[src/rtl/ctrl_pkg.sv]
// Shared encodings for the multi-cycle RV32I controller:
// FSM states, ALU codes, opcodes and datapath select values.
package ctrl_pkg;

  typedef enum logic [3:0] {
    S_FETCH,
    S_DECODE,
    S_MEMADR,
    S_MEMREAD,
    S_MEMWB,
    S_MEMWRITE,
    S_EXECR,
    S_EXECI,
    S_ALUWB,
    S_BRANCH,
    S_JAL,
    S_JALR,
    S_JWB,
    S_LUI,
    S_AUIPC,
    S_TRAP
  } state_t;

  typedef enum logic [1:0] {
    CLS_ADD,
    CLS_R,
    CLS_I,
    CLS_BR
  } op_class_t;

  localparam logic [3:0] ALU_ADD   = 4'b0000;
  localparam logic [3:0] ALU_PASSB = 4'b0001;
  localparam logic [3:0] ALU_AND   = 4'b0010;
  localparam logic [3:0] ALU_OR    = 4'b0011;
  localparam logic [3:0] ALU_XOR   = 4'b0100;
  localparam logic [3:0] ALU_SLL   = 4'b0101;
  localparam logic [3:0] ALU_SRL   = 4'b0110;
  localparam logic [3:0] ALU_SRA   = 4'b0111;
  localparam logic [3:0] ALU_SUB   = 4'b1000;
  localparam logic [3:0] ALU_BNE   = 4'b1001;
  localparam logic [3:0] ALU_SLT   = 4'b1100;
  localparam logic [3:0] ALU_BGE   = 4'b1101;
  localparam logic [3:0] ALU_SLTU  = 4'b1110;
  localparam logic [3:0] ALU_BGEU  = 4'b1111;

  localparam logic [6:0] OP_LOAD  = 7'b0000011;
  localparam logic [6:0] OP_STORE = 7'b0100011;
  localparam logic [6:0] OP_R     = 7'b0110011;
  localparam logic [6:0] OP_I     = 7'b0010011;
  localparam logic [6:0] OP_BR    = 7'b1100011;
  localparam logic [6:0] OP_JAL   = 7'b1101111;
  localparam logic [6:0] OP_JALR  = 7'b1100111;
  localparam logic [6:0] OP_LUI   = 7'b0110111;
  localparam logic [6:0] OP_AUIPC = 7'b0010111;

  localparam logic [1:0] SRCA_PC    = 2'b00;
  localparam logic [1:0] SRCA_OLDPC = 2'b01;
  localparam logic [1:0] SRCA_RS1   = 2'b10;

  localparam logic [1:0] SRCB_RS2 = 2'b00;
  localparam logic [1:0] SRCB_IMM = 2'b01;
  localparam logic [1:0] SRCB_4   = 2'b10;

  localparam logic [1:0] RES_ALUOUT = 2'b00;
  localparam logic [1:0] RES_DATA   = 2'b01;
  localparam logic [1:0] RES_ALU    = 2'b10;

  localparam logic [2:0] IMM_I = 3'b000;
  localparam logic [2:0] IMM_S = 3'b001;
  localparam logic [2:0] IMM_B = 3'b010;
  localparam logic [2:0] IMM_U = 3'b011;
  localparam logic [2:0] IMM_J = 3'b100;

endpackage

[src/rtl/alu_decoder.sv]
// Maps {op class, funct3, funct7[5]} to the ALU operation code
// and flags encodings that are not RV32I instructions.
module alu_decoder
  import ctrl_pkg::*;
(
  input  op_class_t  cls_i,
  input  logic [2:0] funct3_i,
  input  logic       funct7b5_i,
  output logic [3:0] alu_ctrl_o,
  output logic       illegal_o
);

  logic is_r;

  assign is_r = (cls_i == CLS_R);

  always_comb begin
    alu_ctrl_o = ALU_ADD;
    illegal_o  = 1'b0;
    unique case (cls_i)
      CLS_R, CLS_I: begin
        unique case (funct3_i)
          3'b000: alu_ctrl_o = (is_r && funct7b5_i) ? ALU_SUB : ALU_ADD;
          3'b001: alu_ctrl_o = ALU_SLL;
          3'b010: alu_ctrl_o = ALU_SLT;
          3'b011: alu_ctrl_o = ALU_SLTU;
          3'b100: alu_ctrl_o = ALU_XOR;
          3'b101: alu_ctrl_o = funct7b5_i ? ALU_SRA : ALU_SRL;
          3'b110: alu_ctrl_o = ALU_OR;
          3'b111: alu_ctrl_o = ALU_AND;
        endcase
        // For I-type, funct7[5] is an immediate bit except on shifts
        if (funct7b5_i) begin
          if (is_r)
            illegal_o = !(funct3_i inside {3'b000, 3'b101});
          else
            illegal_o = (funct3_i == 3'b001);
        end
      end
      CLS_BR: begin
        unique case (funct3_i)
          3'b000: alu_ctrl_o = ALU_SUB;
          3'b001: alu_ctrl_o = ALU_BNE;
          3'b100: alu_ctrl_o = ALU_SLT;
          3'b101: alu_ctrl_o = ALU_BGE;
          3'b110: alu_ctrl_o = ALU_SLTU;
          3'b111: alu_ctrl_o = ALU_BGEU;
          default: illegal_o = 1'b1;
        endcase
      end
      CLS_ADD: alu_ctrl_o = ALU_ADD;
    endcase
  end

endmodule

[src/rtl/mc_control_fsm.sv]
// Multi-cycle RV32I main controller: sequences fetch, decode,
// execute, memory and writeback over a valid/ack memory port.
module mc_control_fsm
  import ctrl_pkg::*;
#(
  parameter int W      = 32,
  parameter int ACK_TO = 255
) (
  input  logic         clk,
  input  logic         rst_n,
  input  logic [W-1:0] Instr,
  input  logic         flag,
  input  logic         MemAck,
  output logic         MemReq,
  output logic         MemWrite,
  output logic         AdrSrc,
  output logic         IRWrite,
  output logic         PCWrite,
  output logic         RegWrite,
  output logic [1:0]   ALUSrcA,
  output logic [1:0]   ALUSrcB,
  output logic [1:0]   ResultSrc,
  output logic [2:0]   ImmSrc,
  output logic [3:0]   ALUctrl,
  output logic         Trap
);

  localparam int CW = (ACK_TO > 1) ? $clog2(ACK_TO + 1) : 1;

  state_t        state_q, state_d;
  logic [CW-1:0] cnt_q, cnt_d;

  logic [6:0] opc;
  logic [2:0] f3;
  logic [6:0] f7;
  logic       unused_instr;

  assign opc = Instr[6:0];
  assign f3  = Instr[14:12];
  assign f7  = Instr[31:25];
  assign unused_instr = ^{Instr[24:15], Instr[11:7]};

  op_class_t  cls;
  logic [3:0] dec_alu;
  logic       dec_ill;
  logic       is_shi;
  logic       f7_bad;
  logic       bad;

  always_comb begin
    cls = CLS_ADD;
    if (opc == OP_R)       cls = CLS_R;
    else if (opc == OP_I)  cls = CLS_I;
    else if (opc == OP_BR) cls = CLS_BR;
  end

  alu_decoder u_dec (
    .cls_i      (cls),
    .funct3_i   (f3),
    .funct7b5_i (f7[5]),
    .alu_ctrl_o (dec_alu),
    .illegal_o  (dec_ill)
  );

  assign is_shi = (opc == OP_I) && (f3 inside {3'b001, 3'b101});
  assign f7_bad = ((opc == OP_R) || is_shi)
               && (f7 != 7'b0000000) && (f7 != 7'b0100000);
  assign bad    = dec_ill || f7_bad;

  logic       mreq, mwr, adr, irw, pcw, rw, trp;
  logic [1:0] srca, srcb, res;
  logic [2:0] imm;
  logic [3:0] alu;
  logic       waiting, to_hit;

  assign waiting = mreq && !MemAck;
  assign to_hit  = (ACK_TO != 0) && waiting
                && (cnt_q == CW'(ACK_TO - 1));
  assign cnt_d   = waiting ? cnt_q + 1'b1 : '0;

  always_comb begin
    state_d = state_q;
    mreq = 1'b0;
    mwr  = 1'b0;
    adr  = 1'b0;
    irw  = 1'b0;
    pcw  = 1'b0;
    rw   = 1'b0;
    trp  = 1'b0;
    srca = SRCA_PC;
    srcb = SRCB_RS2;
    res  = RES_ALUOUT;
    imm  = IMM_I;
    alu  = ALU_ADD;
    unique case (state_q)
      S_FETCH: begin
        mreq = 1'b1;
        srcb = SRCB_4;
        res  = RES_ALU;
        if (MemAck) begin
          irw = 1'b1;
          pcw = 1'b1;
          state_d = S_DECODE;
        end else if (to_hit) begin
          state_d = S_TRAP;
        end
      end
      S_DECODE: begin
        srca = SRCA_OLDPC;
        srcb = SRCB_IMM;
        imm  = IMM_B;
        unique case (1'b1)
          opc == OP_LOAD,
          opc == OP_STORE: state_d = S_MEMADR;
          opc == OP_R:     state_d = bad ? S_TRAP : S_EXECR;
          opc == OP_I:     state_d = bad ? S_TRAP : S_EXECI;
          opc == OP_BR:    state_d = bad ? S_TRAP : S_BRANCH;
          opc == OP_JAL:   state_d = S_JAL;
          opc == OP_JALR:  state_d = S_JALR;
          opc == OP_LUI:   state_d = S_LUI;
          opc == OP_AUIPC: state_d = S_AUIPC;
          default:         state_d = S_TRAP;
        endcase
      end
      S_MEMADR: begin
        srca = SRCA_RS1;
        srcb = SRCB_IMM;
        imm  = opc[5] ? IMM_S : IMM_I;
        state_d = opc[5] ? S_MEMWRITE : S_MEMREAD;
      end
      S_MEMREAD: begin
        mreq = 1'b1;
        adr  = 1'b1;
        if (MemAck)      state_d = S_MEMWB;
        else if (to_hit) state_d = S_TRAP;
      end
      S_MEMWB: begin
        rw  = 1'b1;
        res = RES_DATA;
        state_d = S_FETCH;
      end
      S_MEMWRITE: begin
        mreq = 1'b1;
        mwr  = 1'b1;
        adr  = 1'b1;
        if (MemAck)      state_d = S_FETCH;
        else if (to_hit) state_d = S_TRAP;
      end
      S_EXECR: begin
        srca = SRCA_RS1;
        alu  = dec_alu;
        state_d = S_ALUWB;
      end
      S_EXECI: begin
        srca = SRCA_RS1;
        srcb = SRCB_IMM;
        alu  = dec_alu;
        state_d = S_ALUWB;
      end
      S_ALUWB: begin
        rw = 1'b1;
        state_d = S_FETCH;
      end
      S_BRANCH: begin
        srca = SRCA_RS1;
        alu  = dec_alu;
        pcw  = flag;
        state_d = S_FETCH;
      end
      S_JAL: begin
        srca = SRCA_OLDPC;
        srcb = SRCB_IMM;
        imm  = IMM_J;
        state_d = S_JWB;
      end
      S_JALR: begin
        srca = SRCA_RS1;
        srcb = SRCB_IMM;
        state_d = S_JWB;
      end
      S_JWB: begin
        // target from ALUOut; link value OldPC+4 on the ALU path
        rw   = 1'b1;
        pcw  = 1'b1;
        srca = SRCA_OLDPC;
        srcb = SRCB_4;
        state_d = S_FETCH;
      end
      S_LUI: begin
        srcb = SRCB_IMM;
        imm  = IMM_U;
        alu  = ALU_PASSB;
        state_d = S_ALUWB;
      end
      S_AUIPC: begin
        srca = SRCA_OLDPC;
        srcb = SRCB_IMM;
        imm  = IMM_U;
        state_d = S_ALUWB;
      end
      S_TRAP: trp = 1'b1;
    endcase
  end

  always_ff @(posedge clk or negedge rst_n) begin
    if (!rst_n) begin
      state_q <= S_FETCH;
      cnt_q   <= '0;
    end else begin
      state_q <= state_d;
      cnt_q   <= cnt_d;
    end
  end

  // Reset forces every output low without waiting for a clock
  assign MemReq    = rst_n & mreq;
  assign MemWrite  = rst_n & mwr;
  assign AdrSrc    = rst_n & adr;
  assign IRWrite   = rst_n & irw;
  assign PCWrite   = rst_n & pcw;
  assign RegWrite  = rst_n & rw;
  assign Trap      = rst_n & trp;
  assign ALUSrcA   = rst_n ? srca : '0;
  assign ALUSrcB   = rst_n ? srcb : '0;
  assign ResultSrc = rst_n ? res  : '0;
  assign ImmSrc    = rst_n ? imm  : '0;
  assign ALUctrl   = rst_n ? alu  : '0;

endmodule

[config.mk]
export PLATFORM = sky130hd
export DESIGN_NAME = mc_control_fsm
export DESIGN_NICKNAME = d
export VERILOG_FILES = /design/src/rtl/ctrl_pkg.sv /design/src/rtl/alu_decoder.sv /design/src/rtl/mc_control_fsm.sv
export SDC_FILE = /design/constraint.sdc
export NUM_CORES = 1
export LEC_CHECK = 0
export BUFFER_PORTS_ARGS = -buffer_cell sky130_fd_sc_hd__buf_2
export CAP_MARGIN = 0
export CORE_MARGIN = 2
export CORE_UTILIZATION = 34
export CTS_CLUSTER_DIAMETER = 40
export DETAILED_ROUTE_END_ITERATION = 8
export PLACE_DENSITY = 0.6
export SLEW_MARGIN = 10
export SYNTH_ARGS = -nofsm -noshare
export SYNTH_HDL_FRONTEND = slang
export SYNTH_HIERARCHICAL = 1
export SYNTH_SLANG_ARGS = --single-unit
[constraint.sdc]
create_clock -name clk -period 6.5 [get_ports clk]
set_input_delay 0.65 -clock clk [delete_from_list [all_inputs] [get_ports clk]]
set_output_delay 0.65 -clock clk [all_outputs]
set_load 0.1 [all_outputs]
==> flow_summary.json <==
{
  "vias": 1438,
  "setup_viol": 0,
  "hold_viol_final": 0,
  "required_ps": 5850,
  "seqCellArea_sq_um": 300,
  "ir_drop_v": 0.000119,
  "cp_slowest_cell": "buf_2",
  "routed_wl_mm": 3.29,
  "drt_iter0_markers": 105,
  "drc": 0,
  "start_kind": "input pin",
  "yosysMostFrequentCell": "nor2_1",
  "synth_seq_area_share": 0.207,
  "synth_largest_area_cell": "dfrtp_1",
  "drive_above_1_share": 0.248,
  "num_rows": 23,
  "clk_path_buf_depth": 2,
  "synth_area_sq_um": 1450,
  "cts_setup_buffers": 0,
  "ant_nets": 0,
  "slew_headroom": 0.537,
  "leakagePower_nw": 0.759,
  "finalSetupTns_ps": 0,
  "fmax_ghz": 0.265,
  "crit_path_end_kind": "primary output",
  "rsz0062_at_grt": "false",
  "post_cts_resized": 0,
  "clock_latency_ps": 240,
  "synth_compound_area_frac": 0.256,
  "slew_violations": 0,
  "fp.dieH_um": 69.4,
  "dr.pass1.iters": 4,
  "port_buffers": 40,
  "multi_input_area_sq_um": 1040,
  "period_share": 0.581,
  "synthSimpleGateAreaFrac": 0.341,
  "hold_class": "in2async",
  "drv_cap": 0,
  "synth_top_family_by_area": "simple AND/OR/NAND/NOR gates",
  "cts_hold_buf": 0,
  "skew_ps": 3.73,
  "crit_fanout": 9,
  "nFillCells": 431,
  "postSynthAreaPerCell_sq_um": 7.42,
  "power.total_uw": 640,
  "grt_usage": 0.143,
  "antenna_cells": 0,
  "path_buf_inv": 3,
  "yosysTopAreaCellShare": 0.207,
  "crit_type": "in2out",
  "grt-ovfl-total": 0,
  "ios": 56,
  "synthMuxAreaShare": 0.0146,
  "worst_pin_slew_ps": 695,
  "grt_max_degree": 28,
  "clock-sinks": 12,
  "cts_root_buf": "clkbuf_8",
  "layout_min_cycle_time_ps": 3780,
  "gp_congestion": 0.803,
  "dieArea_sq_um": 4810,
  "synth-xor-area-share": 0.0542,
  "status": "complete, no violations",
  "yosysWarnings": 6,
  "synth_fa_ha_area_frac": 0.0508,
  "vias_per_cell": 5.21,
  "yosysUniqueCellTypes": 55,
  "crit_chain": "buf_2 > nand2_1 > nor2_1 > nand3b_1 > a21oi_1 > inv_1 > ha_1 > nor2_1 > o21ai_0 > a32o_1 > nand3_1 > a21boi_0 > buf_2",
  "grt_antenna_before_repair": 0,
  "async_flop_share": 1.00,
  "fp.dieW_um": 69.4,
  "wl_per_cell_um": 11.9,
  "cts_tree": "built",
  "cp.arrival_ps": 3130,
  "max_stage_delay_ps": 450,
  "hpwl_mm": 2.53,
  "ys_top_cells_by_count": "nor2_1 (29), nand2_1 (16), dfrtp_1 (12)",
  "start_util": 0.358,
  "clkSlewWorstSetupHoldPaths_ps": 50,
  "synth_edf_count": 0,
  "core_sq_um": 4060,
  "cts.htree.levels": 1,
  "synth_seq_cells": 12,
  "syn_inst": 196,
  "grt_pass1_vias": 1322,
  "nNetsFinal": 268,
  "postLayoutCellArea_sq_um": 1690,
  "grt_first_pass_wirelength_mm": 5.83,
  "power_density_nw_per_um2": 378,
  "synth_ff_type": "dfrtp_1",
  "postPlaceCellArea_sq_um": 1640,
  "cp_top_family": "compound AO/OA/AOI/OAI gates",
  "cts_inserted_buffers": 3,
  "synth_area_leaders": "dfrtp_1 (21%), nor2_1 (7.5%), ha_1 (4.3%)",
  "synthToLayoutAreaGrowth_pct": 16.5,
  "syn_nets": 237
}
## cells by family (layout without fill, tap and decap cells)
group	Yosys count	in the layout
compound gates	51	51
xor+xnor	9	9
fa+ha+maj	6	6
buf+inv	23	53
flops	12	12
mux	2	2
simple gates	93	93
## final timing paths
| kind | from | cells after the start | slack (ps) | to |
|---|---|---|---|---|
| worst max-delay path | Instr[1] | 13 | 2720 | ALUctrl[0] |
| worst min-delay path | rst_n | 1 | 360 | cnt_q[4] |
| worst max register to register | state_q[3] | 5 | 4330 | state_q[0] |
| worst min register to register | cnt_q[3] | 2 | 530 | cnt_q[3] |
| max in group asynchronous | rst_n | 1 | 5820 | state_q[3] |
| min in group clk | cnt_q[3] | 2 | 530 | cnt_q[3] |
## power by group
part	leakage (nW)	internal, mW	total [mW]	switching, mW
Sequential	0.162	0.0893	0.154	0.0650
Combinational	0.568	0.105	0.406	0.300
Clock	0.0288	0.0534	0.0794	0.0260
## routing by layer
metal,share of wire,GRT usage,up-vias
met1,0.49,0.196,632
li1,-,-,770
met2,0.46,0.232,32
met3,0.035,0.0262,4
met4,0.010,0.0349,0
met5,0,0,-
## cell type report
class / instances / share of cell area
clock buffers: 4 / 0.0325
well taps: 50 / 0.0369
inverters: 9 / 0.0199
multi-input cells: 161 / 0.615
repair buffers: 40 / 0.118
flip-flops and latches: 12 / 0.177
## sequential cells by signal, indices dropped and copies added, names as in the netlist
signal and cells:
state_q 4, cnt_q 8
## per-stage QoR
step	cells	setup WS, ps	util	hold slack [ps]
after floorplan	196	1340	-	354
after detailed placement	272	2730	0.404	528
after global placement	272	2760	0.404	516
after CTS	276	2720	0.418	367
final	276	2720	0.418	358
after global routing	276	2380	0.418	391
## placed cells by master, fill, tap and decap left out, types with 3 or more instances in the layout
cell,count
xnor2_1,3
nor2_1,29
ha_1,5
a21boi_0,4
nand4_1,3
nand3_1,8
xor2_1,6
and3_1,6
buf_2,40
clkbuf_8,4
nand2b_1,3
o22ai_1,3
nor2b_1,6
inv_1,9
o21ai_0,9
o211ai_1,4
nand2_1,16
nor3_1,5
nand3b_1,4
dfrtp_1,12
a21oi_1,9
No activity file was read; power rests on OpenSTA's default activity.
